$ cat src/rtl/param_cpu.sv
// Small parameterised accumulator CPU: MOV/ACC/JMP/ATC/HALT over a flat register file,
// stepped by a clock divider or every clock in turbo mode.
module param_cpu #(
  parameter int unsigned DW     = 8,
  parameter int unsigned RN     = 32,
  parameter int unsigned AW     = 8,
  parameter int unsigned GW     = 6,
  parameter int unsigned CNTMAX = 12500000
) (
  input  logic                   Clock,
  input  logic                   Reset,
  input  logic signed [DW-1:0]   Din,
  input  logic                   Sample,
  input  logic                   Turbo,
  input  logic [11+2*DW+AW-1:0]  Instr,
  output logic [AW-1:0]          IP,
  output logic [DW-1:0]          Dout,
  output logic                   Dval,
  output logic [GW-1:0]          GPO,
  output logic [3:0]             Debug
);

  localparam int unsigned IW  = 11 + 2*DW + AW;
  localparam int unsigned RIW = $clog2(RN);
  localparam int unsigned CW  = (CNTMAX < 1) ? 1 : $clog2(CNTMAX + 1);

  localparam logic [RIW-1:0] R_FLG  = RIW'(RN - 1);
  localparam logic [RIW-1:0] R_OUT  = RIW'(RN - 2);
  localparam logic [RIW-1:0] R_GPO  = RIW'(RN - 3);
  localparam logic [RIW-1:0] R_DIN  = RIW'(RN - 4);
  localparam logic [DW:0]    RN_LIM = (DW+1)'(RN);
  localparam logic [CW-1:0]  CNT_TOP = CW'(CNTMAX);

  typedef enum logic [1:0] {
    S_RUN  = 2'd0,
    S_WAIT = 2'd1,
    S_HALT = 2'd2
  } state_t;

  state_t          state, nxt_state;
  logic [AW-1:0]   ip_q, nxt_ip;
  logic [DW-1:0]   regs [RN];
  logic [CW-1:0]   cnt;
  logic [1:0]      turbo_q;
  logic [2:0]      sample_q;
  logic            pending;
  logic            dval_q;

  // Instruction fields, MSB first
  logic [3:0]      grp;
  logic [2:0]      cmd;
  logic [1:0]      t1;
  logic [1:0]      t2;
  logic [DW-1:0]   a1;
  logic [DW-1:0]   a2;
  logic [AW-1:0]   addr;

  assign grp  = Instr[IW-1 -: 4];
  assign cmd  = Instr[IW-5 -: 3];
  assign t1   = Instr[IW-8 -: 2];
  assign a1   = Instr[AW+DW+2 +: DW];
  assign t2   = Instr[AW+DW +: 2];
  assign a2   = Instr[AW +: DW];
  assign addr = Instr[AW-1:0];

  // Second operand type is architecturally ignored: the destination is always a register.
  logic unused_t2;
  assign unused_t2 = ^t2;

  logic            step_c;
  logic            sample_rise_c;
  logic            a1_ok_c, a2_ok_c;
  logic [DW-1:0]   operand_c, dst_val_c;
  logic            flag_z_c, flag_c_c;

  assign step_c        = ((cnt == '0) || turbo_q[1]) && !Reset;
  assign sample_rise_c = sample_q[1] & ~sample_q[2];
  assign a1_ok_c       = {1'b0, a1} < RN_LIM;
  assign a2_ok_c       = {1'b0, a2} < RN_LIM;
  assign operand_c     = (t1 == 2'd1) ? (a1_ok_c ? regs[a1[RIW-1:0]] : '0) : a1;
  assign dst_val_c     = a2_ok_c ? regs[a2[RIW-1:0]] : '0;
  assign flag_z_c      = regs[R_FLG][0];
  assign flag_c_c      = regs[R_FLG][1];

  logic            wr_en;
  logic [RIW-1:0]  wr_idx;
  logic [DW-1:0]   wr_data;
  logic            flg_en;
  logic [2:0]      flg_val;
  logic            consume;
  logic [DW:0]     alu;
  logic            take;

  // Next-state, next-IP and register-write decode
  always_comb begin
    nxt_state = state;
    nxt_ip    = ip_q + AW'(1);
    wr_en     = 1'b0;
    wr_idx    = a2[RIW-1:0];
    wr_data   = operand_c;
    flg_en    = 1'b0;
    flg_val   = 3'b000;
    consume   = 1'b0;
    alu       = '0;
    take      = 1'b0;

    case (state)
      S_HALT: begin
        nxt_ip = ip_q;
      end

      S_WAIT: begin
        if (pending) begin
          wr_en     = 1'b1;
          wr_idx    = R_DIN;
          wr_data   = $unsigned(Din);
          consume   = 1'b1;
          nxt_state = S_RUN;
        end else begin
          nxt_ip = ip_q;
        end
      end

      default: begin
        case (grp)
          4'd0: begin
            wr_en = a2_ok_c;
          end

          4'd1: begin
            case (cmd)
              3'd0: alu = {1'b0, dst_val_c} + {1'b0, operand_c};
              3'd1: alu = {1'b0, dst_val_c} - {1'b0, operand_c};
              3'd2: alu = {1'b0, dst_val_c & operand_c};
              3'd3: alu = {1'b0, dst_val_c | operand_c};
              3'd4: alu = {1'b0, dst_val_c ^ operand_c};
              default: alu = '0;
            endcase
            if (cmd <= 3'd4) begin
              wr_en   = a2_ok_c;
              wr_data = alu[DW-1:0];
              flg_en  = 1'b1;
              // Logic ops never set alu[DW], so it doubles as carry/borrow
              flg_val = {alu[DW-1], alu[DW], (alu[DW-1:0] == '0)};
            end
          end

          4'd2: begin
            case (cmd)
              3'd0:    take = 1'b1;
              3'd1:    take = flag_z_c;
              3'd2:    take = flag_c_c;
              3'd3:    take = ~flag_z_c;
              default: take = 1'b0;
            endcase
            if (take) nxt_ip = addr;
          end

          4'd3: begin
            if (pending) begin
              wr_en   = 1'b1;
              wr_idx  = R_DIN;
              wr_data = $unsigned(Din);
              consume = 1'b1;
            end else begin
              nxt_state = S_WAIT;
              nxt_ip    = ip_q;
            end
          end

          4'd15: begin
            nxt_state = S_HALT;
            nxt_ip    = ip_q;
          end

          default: ;
        endcase
      end
    endcase
  end

  // State and instruction pointer
  always_ff @(posedge Clock) begin
    if (Reset) begin
      state <= S_RUN;
      ip_q  <= '0;
    end else if (step_c) begin
      state <= nxt_state;
      ip_q  <= nxt_ip;
    end
  end

  // Synchronisers, divider, sample capture, register file and Dval
  always_ff @(posedge Clock) begin
    if (Reset) begin
      turbo_q  <= '0;
      sample_q <= '0;
      cnt      <= '0;
      pending  <= 1'b0;
      dval_q   <= 1'b0;
      regs     <= '{default: '0};
    end else begin
      turbo_q  <= {turbo_q[0], Turbo};
      sample_q <= {sample_q[1:0], Sample};
      cnt      <= (cnt == CNT_TOP) ? '0 : cnt + CW'(1);
      // A new edge wins over a same-cycle consume
      pending  <= sample_rise_c | (pending & ~(step_c & consume));
      dval_q   <= step_c & wr_en & (wr_idx == R_OUT);
      if (step_c) begin
        if (wr_en)  regs[wr_idx] <= wr_data;
        if (flg_en) regs[R_FLG][2:0] <= flg_val;
      end
    end
  end

  assign IP    = ip_q;
  assign Dout  = regs[R_OUT];
  assign Dval  = dval_q;
  assign GPO   = regs[R_GPO][GW-1:0];
  assign Debug = {state, flag_z_c, flag_c_c};

endmodule
$ cat config.mk
export PLATFORM = sky130hd
export DESIGN_NAME = param_cpu
export DESIGN_NICKNAME = d
export VERILOG_FILES = /design/src/rtl/param_cpu.sv
export SDC_FILE = /design/constraint.sdc
export NUM_CORES = 1
export LEC_CHECK = 0
export CORE_MARGIN = 2
export CORE_UTILIZATION = 25
export DETAILED_ROUTE_END_ITERATION = 12
export DONT_BUFFER_PORTS = 1
export PLACE_DENSITY = 0.49
export SLEW_MARGIN = 20
export SYNTH_ARGS = -nofsm -noshare
export SYNTH_HDL_FRONTEND = slang
export SYNTH_SLANG_ARGS = --single-unit
$ cat constraint.sdc
create_clock -name Clock -period 11.6 [get_ports Clock]
set_clock_uncertainty 0.15 [all_clocks]
set_input_delay 2.9 -clock Clock [delete_from_list [all_inputs] [get_ports Clock]]
set_output_delay 2.9 -clock Clock [all_outputs]
set_load 0.02 [all_outputs]
==> key figures <==
Worst setup path
  • Reg2Reg Capture Point: regs[30]$_SDFFE_PP0P_
  • Setup CP Type: input port to flop
  • Path depth of the worst reg2reg path: 18
  • Crit. End Element: flop
  • Worst Path Max Fanout: between 90 and 100
  • Arrival @ worst endpoint: approximately 8.6 ns
  • Reg2reg start: Debug[0]$_SDFFE_PP0P_
  • Flop-to-flop setup slack: 5.47 ns
  • Worst setup SP type: input port
  • WP data required: 11.92 ns

Global routing
  • Total track usage: around 16%
  • Largest net degree at the start of global routing: 193
  • Overflow after GRT: 0
  • Global-route wire length before repair: between 90000 and 100000 um
  • Vias in the first global route: 13.82k
  • Antenna violations before repair: 2

Synth
  • Flops & latches, synth: 297
  • Register area share after synthesis: about a third
  • Number of synthesized flops with an enable pin: 0
  • Synth Net Count: 1969
  • Avg Inst Size Synth: 9.314 sq um
  • Top FF cell, synth: dfxtp_1
  • Synth warnings: 0
  • Async SR Flop Fraction: 0%
  • Synth Instances: 1891
  • Distinct cell type count after synthesis: 96
  • Mapped Area: approximately 18000 sq um

Timing
  • Final period utilization: 71.04%
  • Setup Viol. Count Final: 0
  • Unrepaired setup endpoints after global routing: false
  • Max Fclk: 0.1213 GHz
  • Slew margin rel.: 24.06%
  • Period minus WS final: 8.241 ns
  • Final Hold Viols: 0
  • Count of pins over their slew limit: 0
  • Setup total negative slack: 0 ns
  • Least-Margin Pin Slew: between 1 and 1.5 ns

Placed design
  • Number of port buffers: 0
  • RD Place Congestion: 0.8772
  • Hpwl dp: 39960 um

Clock network
  • Clock Tree Buf Depth: 3
  • Post-cts gate resize count: 0
  • Worst skew pair latency: 0.53 ns
  • CTS root buf: clkbuf_16
  • TritonCTS clock tree: done
  • Cts hold-fix bufs: 0
  • Clock transition at path regs: 0.06 ns
  • Cts bufs inserted: 34
  • Deepest level of the CTS H-tree: 2
  • Setup bufs post-CTS: 0
  • Clk sinks: 297

Worst hold path
  • Hold path start: sample_q[0]$_SDFF_PP0_
  • Worst hold path cell count: 1
  • Hold WC Path Type: flop to flop
  • Worst Hold End: sample_q[1]$_SDFF_PP0_

Power and ir drop
  • Power share of the clock group: 48.4%
  • Peak VDD IR: 0.00009255 V
  • Int Pwr: 1809 uW
  • Pleak: 0.006362 uW
  • Fraction of power consumed by combinational cells: under 10%
  • PD cells: 125.3 nW/um^2
  • P_sw: 595.2 uW
  • Sequential Power Share: 42.9%
  • Switching Fraction: 24.76%

Run
  • MaxCap Viol Count: 0

Floorplanning
  • Vert. Die Dim: 269.4 um
  • I/O pins: 74
  • Row Count: 97
  • Die area: 72590 sq um
  • Core Area: 69910 sq um
  • Initial Utilization: between 20% and 30%
  • Die Width: 269.4 um

Detailed routing
  • Vias per inst: between 5 and 6
  • DRT Pass-1 Iters: 5
  • Routed vias: 14.47k
  • Antenna Nets Post-Route: 0
  • Wire per inst: 21.99 um
  • Routed wire length: ~60000 um
  • DRT iter0 DRCs: 1330
  • # DRC: 0

Outcome
  • Outcome: completed

Finish
  • Syn-to-layout area delta: 8.944%
  • Final #Nets: 1845
  • Finished Core Util: between 20% and 30%
  • Most frequent cells in the layout: dfxtp_1 (297), nor2_1 (229), nand2_1 (180)
  • Most common cell after layout, fill and taps aside: dfxtp_1
  • Share of layout cells above drive strength 1: a little over an eighth
sequential cells by signal, indices dropped and copies added, names as in the netlist:
register,cells
GPO,6
regs,240
turbo_q,2
pending,1
cnt,24
IP,8
sample_q,3
state,2
Debug,2
Dout,8
Dval,1
cells by family after synthesis:
| family | Yosys count | synth area share (%) |
|---|---|---|
| flops | 297 | 33.76 |
| mux | 268 | 23.75 |
| buf+inv | 224 | 6.663 |
| simple gates | 638 | 16.68 |
| compound gates | 402 | 15.37 |
| fa+ha+maj | 31 | 2.245 |
| xor+xnor | 31 | 1.542 |
synth_stat cells, types with 5 or more instances:
master,n,share of area [%]
buf_6,5,0.32
xnor2_1,14,0.70
xor2_1,17,0.85
nor3_1,54,1.5
nand2b_1,17,0.60
ha_1,30,2.1
a211oi_1,85,3.6
o31ai_1,8,0.34
nor2_1,235,5.0
buf_4,26,1.1
nand2_1,180,3.8
a22oi_1,26,1.1
dfxtp_1,297,34
buf_2,36,1.0
and2_1,10,0.36
a21oi_1,93,2.6
o21a_1,7,0.30
or2_2,9,0.32
o22ai_1,5,0.18
a31oi_1,9,0.32
nor2b_1,16,0.57
inv_1,43,0.92
a221oi_1,5,0.25
or4_1,8,0.34
o32ai_1,6,0.30
a32oi_1,6,0.30
mux4_1,9,1.3
mux4_2,108,14
clkbuf_8,6,0.47
nand3_1,40,1.1
mux2i_1,149,8.5
nand4_1,7,0.25
nor3b_1,8,0.34
clkbuf_1,86,1.8
o21ai_0,95,2.7
buf_1,13,0.28
a21o_1,6,0.26
and3_1,18,0.64
through the flow:
| stage | hold slack (ns) | power [uW] | cells | instance area [sq um] | worst slack [ns] |
|---|---|---|---|---|---|
| floorplan | 0.2638 | 1241 | 1891 | 17610 | 3.844 |
| global placement | 0.2903 | 1257 | 2671 | 17980 | 3.010 |
| detailed placement | 0.2848 | 1258 | 2671 | 17980 | 2.984 |
| CTS | 0.2966 | 2421 | 2731 | 19170 | 3.518 |
| global route | 0.3189 | 2478 | 2731 | 19190 | 3.241 |
| finish | 0.2912 | 2404 | 2732 | 19190 | 3.359 |
layout make-up:
| type | count | area, sq um |
|---|---|---|
| Multi-Input combinational cell | 1370 | 10560 |
| Antenna cell | 1 | 2.502 |
| Tap cell | 940 | 1176 |
| Timing Repair Buffer | 19 | 142.6 |
| Fill cell | 7427 | 50720 |
| Clock inverter | 12 | 160.2 |
| Inverter | 45 | 168.9 |
| Sequential cell | 297 | 5946 |
| Clock buffer | 48 | 1037 |
routing by layer:
layer	part of all wire [%]	GRT usage, %
met1	44	21.20
met2	45	25.58
met3	7.7	3.883
met4	3.6	5.863
met5	0.053	0
power groups by stage:
stage | clock (uW) | sequential [uW] | combinational (uW)
finish | 1160 | 1030 | 209
CTS | 1180 | 1030 | 205
floorplan | 0 | 1050 | 190
detailed placement | 0 | 1050 | 204
global route | 1220 | 1030 | 222
global placement | 0 | 1050 | 203
critical path: stages:
cell and delay [ns]:
mux4_2 0.57, mux2i_1 0.40, a2bb2oi_1 0.32, a31oi_1 0.27, a21oi_2 0.29, ha_1 0.24, a21oi_1 0.07, xor2_1 0.16
ha_1 0.33, nor2b_1 0.16, o31a_1 0.28, or4_1 0.48, nand3_1 0.22, a21oi_1 0.16, o31ai_4 0.26, buf_4 0.39
a21boi_1 0.62, mux2_2 0.27
worst max path at each step:
| stage | start | depth (start not counted) | to |
|---|---|---|---|
| 6_report | Instr[18] | 18 | regs[30]$_SDFFE_PP0P_ |
| 5_1_grt | Instr[19] | 18 | regs[30]$_SDFFE_PP0P_ |
| 4_1_cts | Instr[18] | 18 | regs[30]$_SDFFE_PP0P_ |
| 3_3_place_gp | Instr[18] | 18 | regs[30]$_SDFFE_PP0P_ |
| 3_5_place_dp | Instr[18] | 18 | regs[30]$_SDFFE_PP0P_ |
| 2_1_floorplan | Instr[8] | 19 | regs[31]$_SDFFE_PP0P_ |
Power figures use the tool's default switching activity.
